File: src/rtl/draw_menu_text.sv
// Text overlay for the menu screen: beam position -> char ROM address, glyph pixel -> RGB overlay.
// Latency: fixed 3 pclk cycles on every output; char_xy/char_line are valid 1 cycle after the inputs.
// Backpressure: none; one pixel per cycle, the stage never stalls.
module draw_menu_text #(
  parameter logic [10:0] XPOS         = 11'd448,
  parameter logic [10:0] YPOS         = 11'd200,
  parameter logic [11:0] TEXT_COLOR   = 12'hFFF,
  parameter logic [11:0] SEL_COLOR    = 12'hF00,
  parameter int          BLINK_FRAMES = 30
) (
  input  logic        pclk,
  input  logic        rst_n,
  input  logic [10:0] hcount_in,
  input  logic [10:0] vcount_in,
  input  logic        hsync_in,
  input  logic        vsync_in,
  input  logic        hblnk_in,
  input  logic        vblnk_in,
  input  logic [11:0] rgb_in,
  input  logic        sel_en,
  input  logic [3:0]  sel_row,
  output logic [7:0]  char_xy,
  output logic [3:0]  char_line,
  input  logic [7:0]  char_line_pixels,
  output logic [10:0] hcount_out,
  output logic [10:0] vcount_out,
  output logic        hsync_out,
  output logic        vsync_out,
  output logic        hblnk_out,
  output logic        vblnk_out,
  output logic [11:0] rgb_out
);

  localparam logic [7:0] LAST_FRAME = 8'(BLINK_FRAMES - 1);

  typedef enum logic {BLINK_OFF = 1'b0, BLINK_ON = 1'b1} blink_t;

  blink_t      blink_state, blink_state_nxt;
  logic [7:0]  frame_cnt, frame_cnt_nxt;
  logic        vsync_prev;

  // Position relative to the text box; below-origin values wrap large and fail the range test.
  logic [10:0] rel_x, rel_y;
  logic        in_box;

  // Stage 1 and stage 2 pipeline copies
  logic [10:0] hcount_1, vcount_1, hcount_2, vcount_2;
  logic        hsync_1, vsync_1, hblnk_1, vblnk_1;
  logic        hsync_2, vsync_2, hblnk_2, vblnk_2;
  logic [11:0] rgb_1, rgb_2;
  logic        in_box_1, in_box_2, hit_1, hit_2;
  logic [2:0]  relx_1, relx_2;

  logic        pix;
  logic [11:0] glyph_color;

  assign rel_x  = hcount_in - XPOS;
  assign rel_y  = vcount_in - YPOS;
  assign in_box = (rel_x < 11'd128) && (rel_y < 11'd256);

  // Stage 1: ROM address generation and capture of the pixel context
  always_ff @(posedge pclk or negedge rst_n) begin
    if (!rst_n) begin
      char_xy   <= '0;
      char_line <= '0;
      in_box_1  <= 1'b0;
      relx_1    <= '0;
      hit_1     <= 1'b0;
      hcount_1  <= '0;
      vcount_1  <= '0;
      hsync_1   <= 1'b0;
      vsync_1   <= 1'b0;
      hblnk_1   <= 1'b0;
      vblnk_1   <= 1'b0;
      rgb_1     <= '0;
    end else begin
      char_xy   <= in_box ? {rel_y[7:4], rel_x[6:3]} : 8'h00;
      char_line <= in_box ? rel_y[3:0] : 4'h0;
      in_box_1  <= in_box;
      relx_1    <= rel_x[2:0];
      hit_1     <= sel_en && (rel_y[7:4] == sel_row);
      hcount_1  <= hcount_in;
      vcount_1  <= vcount_in;
      hsync_1   <= hsync_in;
      vsync_1   <= vsync_in;
      hblnk_1   <= hblnk_in;
      vblnk_1   <= vblnk_in;
      rgb_1     <= rgb_in;
    end
  end

  // Stage 2: wait out the font ROM read latency
  always_ff @(posedge pclk or negedge rst_n) begin
    if (!rst_n) begin
      in_box_2 <= 1'b0;
      relx_2   <= '0;
      hit_2    <= 1'b0;
      hcount_2 <= '0;
      vcount_2 <= '0;
      hsync_2  <= 1'b0;
      vsync_2  <= 1'b0;
      hblnk_2  <= 1'b0;
      vblnk_2  <= 1'b0;
      rgb_2    <= '0;
    end else begin
      in_box_2 <= in_box_1;
      relx_2   <= relx_1;
      hit_2    <= hit_1;
      hcount_2 <= hcount_1;
      vcount_2 <= vcount_1;
      hsync_2  <= hsync_1;
      vsync_2  <= vsync_1;
      hblnk_2  <= hblnk_1;
      vblnk_2  <= vblnk_1;
      rgb_2    <= rgb_1;
    end
  end

  // Glyph bit 7 is the leftmost pixel of the cell
  assign pix         = char_line_pixels[3'd7 - relx_2];
  assign glyph_color = (hit_2 && (blink_state == BLINK_ON)) ? SEL_COLOR : TEXT_COLOR;

  // Stage 3: composite glyph over background and register the outputs
  always_ff @(posedge pclk or negedge rst_n) begin
    if (!rst_n) begin
      hcount_out <= '0;
      vcount_out <= '0;
      hsync_out  <= 1'b0;
      vsync_out  <= 1'b0;
      hblnk_out  <= 1'b0;
      vblnk_out  <= 1'b0;
      rgb_out    <= '0;
    end else begin
      hcount_out <= hcount_2;
      vcount_out <= vcount_2;
      hsync_out  <= hsync_2;
      vsync_out  <= vsync_2;
      hblnk_out  <= hblnk_2;
      vblnk_out  <= vblnk_2;
      rgb_out    <= (in_box_2 && pix && !hblnk_2 && !vblnk_2) ? glyph_color : rgb_2;
    end
  end

  // Blink state, frame counter and vsync edge history
  always_ff @(posedge pclk or negedge rst_n) begin
    if (!rst_n) begin
      blink_state <= BLINK_ON;
      frame_cnt   <= '0;
      vsync_prev  <= 1'b0;
    end else begin
      blink_state <= blink_state_nxt;
      frame_cnt   <= frame_cnt_nxt;
      vsync_prev  <= vsync_in;
    end
  end

  // Count vsync rising edges; toggle the highlight phase when the count wraps
  always_comb begin
    blink_state_nxt = blink_state;
    frame_cnt_nxt   = frame_cnt;
    if (vsync_in && !vsync_prev) begin
      if (frame_cnt == LAST_FRAME) begin
        frame_cnt_nxt   = 8'd0;
        blink_state_nxt = (blink_state == BLINK_ON) ? BLINK_OFF : BLINK_ON;
      end else begin
        frame_cnt_nxt = frame_cnt + 8'd1;
      end
    end
  end

endmodule

File: config.mk
export PLATFORM = sky130hd
export DESIGN_NAME = draw_menu_text
export DESIGN_NICKNAME = d
export VERILOG_FILES = /design/src/rtl/draw_menu_text.sv
export SDC_FILE = /design/constraint.sdc
export NUM_CORES = 1
export LEC_CHECK = 0
export CORE_ASPECT_RATIO = 1.4
export CORE_MARGIN = 8
export CORE_UTILIZATION = 47
export DETAILED_ROUTE_END_ITERATION = 6
export DONT_BUFFER_PORTS = 1
export PLACE_DENSITY = 0.65
export REMOVE_ABC_BUFFERS = 1
export SLEW_MARGIN = 20
export SYNTH_ARGS = -nofsm -noshare
export SYNTH_HDL_FRONTEND = slang
export SYNTH_SLANG_ARGS = --single-unit
File: constraint.sdc
create_clock -name pclk -period 3.6 [get_ports pclk]
set_input_delay 0.9 -clock pclk [delete_from_list [all_inputs] [get_ports pclk]]
set_output_delay 0.9 -clock pclk [all_outputs]
set_load 0.05 [all_outputs]
### After elaboration in Yosys (flattened, before gate mapping)

Cells that the tools add are included.

| cells by class | value |
|---|---|
| order comparisons | 3 |
| mux-type cells | 8 |
| add/sub/neg operators | 4 |
| reduce and logical (&&, ||, !) cells | 11 |
| equal/unequal tests | 2 |

Operator list:

| kind | count |
|---|---|
| 8-bit two-way mux | 3 |
| 12-bit two-way mux | 1 |
| 11-bit by 8-bit < comparator with 1-bit output, second input constant | 1 |
| 11-bit by 9-bit < comparator with 1-bit output, second input constant | 1 |
| 11-bit by 8-bit subtractor with 11-bit output, second input constant | 1 |
| 11-bit by 9-bit subtractor with 11-bit output, second input constant | 1 |
| 8-bit by 1-bit adder with 8-bit output, second input constant | 1 |
| 8-bit by 5-bit == test with 1-bit output, second input constant | 1 |
| 1-bit logical AND | 7 |
| 4-bit == test | 1 |
| 3-bit by 4-bit < comparator with 1-bit output, second input constant | 1 |
| 4-bit two-way mux | 1 |
| 1-bit binary-select mux with 3-bit select | 1 |
| 1-bit zero test | 3 |
| 3-bit subtractor, first input constant | 1 |
| 1-bit two-way mux | 2 |
| 2-bit AND reduction | 1 |

| storage, ports and cells | value |
|---|---|
| output and inout bits | 50 |
| flip-flop bits (word level) | 145 |
| logic and storage cells | 59 |
| input port bits | 53 |

### Longest topological paths before layout

| depth | value |
|---|---|
| depth after elaboration | 7 |
| mapped depth | 7 |
| mapped depth without buffers | 6 |

### Least setup slack after synthesis

Ideal clock, no wire load.

| timing path | value |
|---|---|
| path kind | input port to flip-flop |
| from | in char_line_pixels[2] |
| to | reg rgb_out[2] |
| setup slack | 1.429 ns |
| stages | 5 |
| buffers on the path | 1 |
| data required time | 3.475 ns |
| data arrival time | 2.046 ns |
| setup time | 0.125 ns |
| cells stage by stage | mux4_1 > mux2i_1 > nor4b_2 > buf_6 > mux2_4 |

| between the ends | value |
|---|---|
| cells in the longest elaborated chain, start to end | 6 |

Ends and longest elaborated chain:

| element | line | source |
|---|---|---|
| from (decl) | 24 | `input logic [7:0] char_line_pixels,` |
| 1-bit binary-select mux with 3-bit select | 120 | `assign pix = char_line_pixels[3'd7 - relx_2];` |
| 1-bit two-way mux (implied by the code) | 120 |  |
| 1-bit logical AND (3 in series) | 140 | `rgb_out <= (in_box_2 && pix && !hblnk_2 && !vblnk_2) ? glyph_color : rgb_2;` |
| 12-bit two-way mux | 140 |  |
| to (signal assigned) | 140 |  |
| to (decl) | 31 | `output logic [11:0] rgb_out` |

Every way passes these cells. The select of a mux whose other input is x is not followed.
A chain may end at the register's enable or synchronous reset.

### Worst setup path after layout

| timing path | value |
|---|---|
| from | reg vcount_out[0] |
| to | out vcount_out[0] |

RTL lines:

| element | line | source |
|---|---|---|
| from (decl) | 26 | `output logic [10:0] vcount_out,` |
| from (signal assigned) | 135 | `vcount_out <= vcount_2;` |

No word-level cell between the ends.

==> flow_summary.yaml <==
run_status:
  status: "finished, final reports clean"
place:
  pre_cts_slack_ns: 1.27
  routabilityCongestion: 0.757
  dpl.hpwl_mm: 4.63
  portBuffers: 0
floorplanning:
  die_area_um2: 12400
  chipHeight_um: 129
  ios: 103
  coreArea_um2: 8930
  rows: 41
  initial_core_util_pct: 47.6
  die_width_um: 96.4
final_layout:
  regArea_um2: 3480
  fin_util_pct: 55.7
  multi_input_area_um2: 706
  final_layout_size_suffix_gt1_share_pct: 18.3
  nets: 313
  syn2layout_area_growth_pct: 16.9
  fill_cells: 728
  n_antenna_cell: 0
synth:
  syn_inst: 240
  synth.top_cells.by_count: "dfrtp_1 (138), nor4_1 (13), inv_1 (10), xor2_1 (10)"
  yosysMostFrequentCell: "dfrtp_1"
  synth_warnings: 0
  synth-seq-cells: 139
  yosysTopAreaCell: "dfrtp_1"
  yosys.area.top_type_share_pct: 81.3
  synth_area_leaders: "dfrtp_1 (81%), mux2_4 (2.1%), xor2_1 (2.1%)"
  synth_area_um2: 4250
  ys.flop_type: "dfrtp_1"
  synthArstFlopShare_pct: 100
  synth-edff-count: 0
  yosysSeqAreaShare_pct: 81.9
  yosysUniqueCellTypes: 34
  avgSynthCellArea_um2: 17.7
power:
  leakagePower_nw: 2.26
  power.density_nw_per_um2: 723
  peakVddDrop_mv: 0.407
route:
  viasPerCell: 4.98
  num_vias: 1866
  drt-wirelength-per-cell_um: 18.2
  drc: 0
  drt_first_pass_iters: 3
  antenna_left: 0
  wl_mm: 6.84
  drtIter0Drc: 102
worst_setup_path:
  cp_data_required_time_ns: 2.70
  critPathCaptureType: "output port"
  path_max_fanout: 1
  critPathLaunchType: "register"
  arrival_ns: 1.03
  setup.worst_path.class: "reg -> out"
global_routing:
  grt_first_pass_wirelength_mm: 11.0
  grt_pass1_vias: 2108
  grt_start_max_net_pins: 140
  grt_overflow: 0
  antenna_found_initial: 0
  grtUsageTotal_pct: 12.2
clocking:
  htreeDepth: 4
  ctsResizeCount: 0
  clock_sinks: 139
  holdBufCountCts: 0
  clockBufferDepth: 2
  post_cts.repair.setup_buffers: 0
  clk_pin_slew_ns: 0.05
  cts_root_buf: "clkbuf_16"
  insertion_delay_ns: 0.40
  cts_inserted_buffers: 17
  cts_tree: "done"
timing:
  post-route-period-util_pct: 53.7
  setup_viol: 0
  finalHoldViolations: 0
  timing.final.ws_setup_ns: 1.67
  fin_setup_tns_ns: 0
  slew_headroom_pct: 64.8
  report.final.slew_viol_count: 0
  hold_slack_ns: 0.198
  period_needed_ns: 1.93
  fmax_ghz: 0.517
  fin_worst_skew_ns: 0.00386
  rsz0062_at_grt: "false"
  tightest_slew_ns: 0.523
worst_hold_path:
  hold_class: "in -> async"
job:
  cap_violations: 0
[layer usage]
metal	vias to the layer above	GRT usage (%)	share of wire, %
met5	-	0	0
met4	0	5.90	1.6
met3	8	7.52	11
met2	71	19.7	54
met1	953	11.9	34
li1	834	-	-
[report_power, final]
part           switching, mW  internal, mW  leakage (nW)
clock                  0.598          1.09         0.279
sequential             0.137          1.66          1.66
combinational         0.0515        0.0563         0.317
[path summary, 6_finish.rpt]
check,from,to,slack (ns),depth (start not counted)
setup / recovery,vcount_out[0],vcount_out[0],1.67,0
hold / removal,rst_n,relx_1[1],0.20,0
setup reg to reg,relx_2[0],rgb_out[4],1.77,5
hold reg to reg,hcount_2[9],hcount_out[9],0.35,0
max in group asynchronous,rst_n,blink_state,3.19,0
min in group pclk,hcount_2[9],hcount_out[9],0.35,0
[state kept, by name, summed over array words and instances, names as in the netlist, 2 cells and up]
name        count
rgb_1          12
rgb_2          12
rgb_out        12
hcount_out     11
vcount_1       11
vcount_2       11
vcount_out     11
hcount_1        9
hcount_2        9
char_xy         8
frame_cnt       8
char_line       4
relx_1          2
relx_2          2
[through the flow]
stage	total power, mW	std cells	cell area (um^2)
after floorplan	1.90	235	4220
after global placement	1.93	344	4370
after detailed placement	1.94	344	4370
after CTS	3.64	375	4970
after global routing	3.73	375	4970
final	3.59	375	4970
[logic make-up (layout without fill, tap and decap cells)]
logic type,count (synthesis),count (layout),synth area share (%)
DFF,139,139,81.9
and+or+nand+nor,49,49,6.57
AOI/OAI and AO/OA,6,6,1.03
adders and majority gates,4,4,1.18
muxes,12,12,4.39
buffers and inverters,15,43,1.50
xor gates and xnor gates,15,15,3.44
[final cells by class]
type / count / share of cell area (%)
Tap cell: 107 / 2.69
Clock buffer: 21 / 9.67
Clock inverter: 10 / 2.34
Timing Repair Buffer: 2 / 0.302
Multi-Input combinational cell: 86 / 14.2
Inverter: 10 / 0.755
Sequential cell: 139 / 70.0
[cells in the final DEF, fill, tap and decap left out, drive strengths merged, types with 3 or more instances in the layout]
| cell | instances |
|---|---|
| clkbuf | 21 |
| clkinv | 3 |
| clkinvlp | 5 |
| dfrtp | 138 |
| ha | 4 |
| inv | 10 |
| mux2 | 9 |
| nand2 | 6 |
| nand4 | 3 |
| nor2 | 6 |
| nor3 | 5 |
| nor4 | 13 |
| or2 | 5 |
| xnor2 | 4 |
| xor2 | 10 |
Power figures use the tool's default switching activity.
